$ cat config.mk
export PLATFORM = sky130hd
export DESIGN_NAME = ssd_scanner
export DESIGN_NICKNAME = d
export VERILOG_FILES = /design/src/rtl/ssd_scanner.sv
export SDC_FILE = /design/constraint.sdc
export NUM_CORES = 1
export LEC_CHECK = 0
export BUFFER_PORTS_ARGS = -buffer_cell sky130_fd_sc_hd__buf_2
export CAP_MARGIN = 30
export CORE_MARGIN = 2
export CORE_UTILIZATION = 60
export CTS_CLUSTER_DIAMETER = 40
export CTS_CLUSTER_SIZE = 28
export DETAILED_ROUTE_END_ITERATION = 16
export PLACE_DENSITY = 0.75
export SLEW_MARGIN = 20
export SYNTH_ARGS = -nofsm -noshare
export SYNTH_HDL_FRONTEND = slang
export SYNTH_SLANG_ARGS = --single-unit
$ cat constraint.sdc
create_clock -name clk -period 2.9 [get_ports clk]
set_input_delay 0.29 -clock clk [delete_from_list [all_inputs] [get_ports clk]]
set_output_delay 0.29 -clock clk [all_outputs]
set_load 0.02 [all_outputs]
$ cat src/rtl/ssd_scanner.sv
// N-digit seven-segment scanner with sequential double-dabble BCD conversion.
// Build option SSD_LEAD_ZERO_BLANK_EN blanks digits above the top non-zero one.
module ssd_scanner #(
  parameter int NUM_DIGITS  = 8,
  parameter int VALUE_WIDTH = 16,
  parameter int REFRESH_DIV = 100000
) (
  input  logic                   clk,
  input  logic                   reset_n,
  input  logic [VALUE_WIDTH-1:0] value,
  input  logic [NUM_DIGITS-1:0]  dp_mask,
  output logic [NUM_DIGITS-1:0]  anode,
  output logic [6:0]             ssdOut,
  output logic                   dp,
  output logic                   busy
);

  localparam int NB_RAW = (VALUE_WIDTH + 2) / 3;
  localparam int NB_CAP = (NB_RAW > 10) ? 10 : NB_RAW;
  localparam int NB     = (NB_CAP > NUM_DIGITS) ? NB_CAP : NUM_DIGITS;
  localparam int BW     = 4 * NB;
  localparam int DW     = 4 * NUM_DIGITS;
  localparam int IW     = (NUM_DIGITS > 1) ? $clog2(NUM_DIGITS) : 1;
  localparam int CW     = (VALUE_WIDTH > 1) ? $clog2(VALUE_WIDTH) : 1;
  localparam int RW     = $clog2(REFRESH_DIV);

  typedef enum logic [1:0] {IDLE, SHIFT, COMMIT} state_e;

  state_e                 state_q, state_d;
  logic [CW-1:0]          cnt_q, cnt_d;
  logic [VALUE_WIDTH-1:0] bin_q, bin_d;
  logic [BW-1:0]          bcd_q, bcd_d;
  logic [NUM_DIGITS-1:0]  sdp_q, sdp_d;
  logic [DW-1:0]          dig_q, dig_d;
  logic [NUM_DIGITS-1:0]  mdp_q, mdp_d;
  logic                   ovf_q, ovf_d;
  logic [NUM_DIGITS-1:0]  blk_q, blk_d;
  logic [RW-1:0]          ref_q, ref_d;
  logic [IW-1:0]          idx_q, idx_d;
  logic [NUM_DIGITS-1:0]  an_q, an_d;
  logic [6:0]             seg_q, seg_d;
  logic                   dp_q, dp_d;

  logic [BW-1:0]          adj;
  logic                   ovf;
  logic [NUM_DIGITS-1:0]  blk;
  logic [3:0]             nib;

  function automatic logic [6:0] seg_of(input logic [3:0] n);
    case (n)
      4'd0:    seg_of = 7'b0000001;
      4'd1:    seg_of = 7'b1001111;
      4'd2:    seg_of = 7'b0010010;
      4'd3:    seg_of = 7'b0000110;
      4'd4:    seg_of = 7'b1001100;
      4'd5:    seg_of = 7'b0100100;
      4'd6:    seg_of = 7'b0100000;
      4'd7:    seg_of = 7'b0001111;
      4'd8:    seg_of = 7'b0000000;
      4'd9:    seg_of = 7'b0000100;
      default: seg_of = 7'b1111111;
    endcase
  endfunction

  always_ff @(posedge clk) begin
    if (!reset_n) begin
      state_q <= IDLE;
      cnt_q   <= '0;
      bin_q   <= '0;
      bcd_q   <= '0;
      sdp_q   <= '0;
      dig_q   <= '0;
      mdp_q   <= '0;
      ovf_q   <= 1'b0;
      blk_q   <= '0;
      ref_q   <= '0;
      idx_q   <= '0;
      an_q    <= '1;
      seg_q   <= 7'b1111111;
      dp_q    <= 1'b1;
    end else begin
      state_q <= state_d;
      cnt_q   <= cnt_d;
      bin_q   <= bin_d;
      bcd_q   <= bcd_d;
      sdp_q   <= sdp_d;
      dig_q   <= dig_d;
      mdp_q   <= mdp_d;
      ovf_q   <= ovf_d;
      blk_q   <= blk_d;
      ref_q   <= ref_d;
      idx_q   <= idx_d;
      an_q    <= an_d;
      seg_q   <= seg_d;
      dp_q    <= dp_d;
    end
  end

  always_comb begin
    state_d = state_q;
    cnt_d   = cnt_q;
    bin_d   = bin_q;
    bcd_d   = bcd_q;
    sdp_d   = sdp_q;
    dig_d   = dig_q;
    mdp_d   = mdp_q;
    ovf_d   = ovf_q;
    blk_d   = blk_q;
    busy    = (state_q != IDLE);

    adj = bcd_q;
    for (int k = 0; k < NB; k++) begin
      if (bcd_q[4*k +: 4] >= 4'd5) adj[4*k +: 4] = bcd_q[4*k +: 4] + 4'd3;
    end

    // Any non-zero nibble beyond the displayed ones means the value won't fit
    ovf = 1'b0;
    for (int k = NUM_DIGITS; k < NB; k++) begin
      ovf = ovf | (|bcd_q[4*k +: 4]);
    end

    blk = '0;
`ifdef SSD_LEAD_ZERO_BLANK_EN
    begin
      logic hi;
      hi = !ovf;
      for (int k = NUM_DIGITS - 1; k >= 1; k--) begin
        hi     = hi & (bcd_q[4*k +: 4] == 4'd0);
        blk[k] = hi;
      end
    end
`endif

    case (state_q)
      IDLE: begin
        bin_d   = value;
        sdp_d   = dp_mask;
        bcd_d   = '0;
        cnt_d   = CW'(VALUE_WIDTH - 1);
        state_d = SHIFT;
      end
      SHIFT: begin
        {bcd_d, bin_d} = {adj, bin_q} << 1;
        if (cnt_q == '0) state_d = COMMIT;
        else             cnt_d   = cnt_q - 1'b1;
      end
      COMMIT: begin
        dig_d   = bcd_q[DW-1:0];
        mdp_d   = sdp_q;
        ovf_d   = ovf;
        blk_d   = blk;
        state_d = IDLE;
      end
      default: state_d = IDLE;
    endcase
  end

  always_comb begin
    ref_d = ref_q + 1'b1;
    idx_d = idx_q;
    if (ref_q == RW'(REFRESH_DIV - 1)) begin
      ref_d = '0;
      idx_d = (idx_q == IW'(NUM_DIGITS - 1)) ? '0 : idx_q + 1'b1;
    end

    nib   = dig_q[{idx_q, 2'b00} +: 4];
    an_d  = ~(NUM_DIGITS'(1) << idx_q);
    seg_d = ovf_q ? 7'b1111110 : seg_of(nib);
    dp_d  = ~mdp_q[idx_q];
    if (blk_q[idx_q]) begin
      an_d  = '1;
      seg_d = 7'b1111111;
    end
  end

  assign anode  = an_q;
  assign ssdOut = seg_q;
  assign dp     = dp_q;

endmodule
==> results.py <==
metrics = {
    "layout": {
        "fill_cells": 807,
        "area.growth.synth_to_final_pct": 13.40,
        "final_area_sq_um": 7326,
        "final_layout_size_suffix_gt1_frac": 0.1145,
        "regArea_sq_um": 2764,
        "num-nets-final": 799,
        "multi_input_area_sq_um": 3433,
        "antenna_cells": 0,
        "fin_util": 0.7064,
        "instances_no_fill": 887,
    },
    "pwr": {
        "power.total_uw": 4176,
        "powerDensity_nw_per_um2": 570.0,
        "total_leakage_power_uw": 0.002851,
        "ir_drop_v": 0.0004638,
    },
    "global_route": {
        "grt_pass1_vias": 4688,
        "grt_usage": 0.2281,
        "grt_max_degree": 80,
        "grt_pass1_wl_microns": 21080,
        "grt_overflow": 0,
        "antenna_found_initial": 0,
    },
    "routing": {
        "drc": 0,
        "wl_met2_microns": 6087,
        "wl_met3_microns": 466,
        "ant_nets": 0,
        "via_count": 4865,
        "drt-initial-drc-count": 314,
        "wl_met1_microns": 5713,
        "top_layer": "met4",
        "firstDrtPassIters": 5,
        "drt_wl_total_microns": 12480,
        "avgRoutedWirePerCell_microns": 14.07,
        "viasPerCell": 5.485,
    },
    "synthesis": {
        "yosys_warnings": 0,
        "avgSynthCellArea_sq_um": 9.086,
        "yosys-top-cells-area": "dfxtp_1, nand2_1, a21boi_0",
        "synthCells": 711,
        "synth-edff-count": 0,
        "synth_seq_area_share": 0.4277,
        "async_flop_share": 0,
        "yosysUniqueCellTypes": 44,
        "syn-cell-area_sq_um": 6460,
        "synthFlopType": "dfxtp_1",
        "syn_nets": 767,
        "ys_ff_latch": 138,
        "synth.largest_area_cell": "dfxtp_1",
        "synth.most_common_cell": "dfxtp_1",
        "synth_commonest_cells": "dfxtp_1, nand2_1, a21boi_0",
        "synth.top_cell.area_share": 0.4277,
    },
    "die": {
        "num_io_pins": 43,
        "die_h_microns": 107.8,
        "placementRows": 37,
        "initial_core_util": 0.6229,
        "dieArea_sq_um": 11610,
        "core_area_sq_um": 10370,
        "fp.dieW_microns": 107.8,
    },
    "sta": {
        "clock-skew-final_ns": 0.01667,
        "hold_viol_final": 0,
        "relSlewSlack": 0.4417,
        "period_share": 0.9135,
        "fin_setup_tns_ns": 0,
        "tightest_slew_ns": 0.8343,
        "finalSetupViolCount": 0,
        "max_freq_mhz": 377.5,
        "fin_crit_ns": 2.649,
        "slew_violations": 0,
        "grt_setup_unrepaired": "false",
    },
    "clock_tree": {
        "cts_tree": "built",
        "clk_latency_ns": 0.54,
        "htreeDepth": 4,
        "clk_path_buf_depth": 2,
        "post_cts_resized": 0,
        "cts_root_buffer": "clkbuf_8",
        "cts.sinks": 138,
        "postCtsHoldBufs": 4,
        "clkTransAtPathRegs_ns": 0.06,
        "cts_buffers": 17,
        "cts_setup_buffers": 0,
    },
    "critical_path": {
        "cp.required_ns": 2.61,
        "worst_setup_path_end_kind": "primary output",
        "cp.arrival_ns": 2.36,
        "crit_fanout": 16,
        "crit_type": "flop to primary output",
        "cp-start-kind": "flop",
    },
    "run": {
        "drv_cap": 0,
    },
    "run_status": {
        "status": "completed",
    },
    "placement": {
        "gp_congestion": 0.8270,
        "io_buffers": 42,
        "hpwlAfterDp_microns": 8179,
        "dp.cells": 856,
        "dpl_cell_area_sq_um": 6751,
    },
    "hold_path": {
        "hold_path_class": "input port to flop",
    },
}
worst max-delay path, stage by stage (launching register included):
cell      delay [ns]
dfxtp_2         0.40
nor2_1          0.68
clkinv_1        0.46
buf_2           0.28
power breakdown:
part	internal [uW]	switching (uW)
combinational	110	146
clock	1210	737
sequential	1950	30.3
total	3260	914
kinds of logic (layout without fill, tap and decap cells):
| kind of cell | after synthesis | in the layout | share of synthesized area |
|---|---|---|---|
| AND/OR/NAND/NOR | 266 | 266 | 0.1952 |
| flip-flops | 138 | 138 | 0.4277 |
| AO/OA/AOI/OAI | 137 | 137 | 0.1451 |
| buffers and inverters | 68 | 108 | 0.04164 |
| multiplexers | 41 | 41 | 0.09026 |
| XOR/XNOR | 31 | 31 | 0.04203 |
| adder cells (fa/ha/maj) | 30 | 30 | 0.05811 |
sequential cells by signal, summed over array words and instances, names as in the netlist, 3 cells and up:
name and flops:
bcd_q 32, cnt_q 4, idx_q 3, mdp_q 8, bin_q 16, anode 8, sdp_q 8, ssdOut 7
ref_q 17, dig_q 32
worst paths after layout:
| check | start | end | slack (ns) | cells after the start |
|---|---|---|---|---|
| max | state_q[1]$_SDFFE_PN0P_ | busy | 0.25 | 3 |
| min | dp_mask[6] | sdp_q[6]$_SDFFE_PN0P_ | 0.004 | 3 |
| max reg2reg | idx_q[0]$_SDFFE_PN0N_ | ssdOut[6]$_SDFF_PN1_ | 0.52 | 7 |
| min reg2reg | sdp_q[7]$_SDFFE_PN0P_ | mdp_q[7]$_SDFFE_PN0N_ | 0.45 | 2 |
per-layer routing:
metal / vias up / GRT usage
met3: 19 / 0.05508
met2: 96 / 0.3899
met1: 2289 / 0.2748
met4: 0 / 0.09249
met5: - / 0
li1: 2461 / -
layout by cell type, fill, tap and decap left out, types with 11 or more instances in the layout:
| cell | instances |
|---|---|
| a22oi_1 | 17 |
| xnor2_1 | 20 |
| nor2_1 | 25 |
| nor2b_1 | 28 |
| inv_1 | 25 |
| nand2b_1 | 12 |
| a21boi_0 | 56 |
| nand3_1 | 14 |
| mux2i_1 | 29 |
| o21ai_0 | 35 |
| dfxtp_1 | 137 |
| and2_1 | 20 |
| xor2_1 | 11 |
| ha_1 | 30 |
| nand2_1 | 136 |
| buf_2 | 42 |
| clkbuf_16 | 16 |
through the flow:
step                setup WS (ns)  hold WS, ns
CTS                        0.2606     0.001255
detailed placement         0.5407       0.4550
floorplan                  0.4509       0.4262
global placement           0.6196       0.4374
global route              0.09793      0.01365
finish                     0.2508     0.004158
final cells by class:
class                   count  area share
clock buffers              25     0.07156
multi-input cells         505      0.4687
repair buffers             54     0.04406
inverters                  27     0.01383
well taps                 136     0.02323
clock inverters             2    0.001366
flip-flops and latches    138      0.3773
Power figures use the tool's default switching activity.
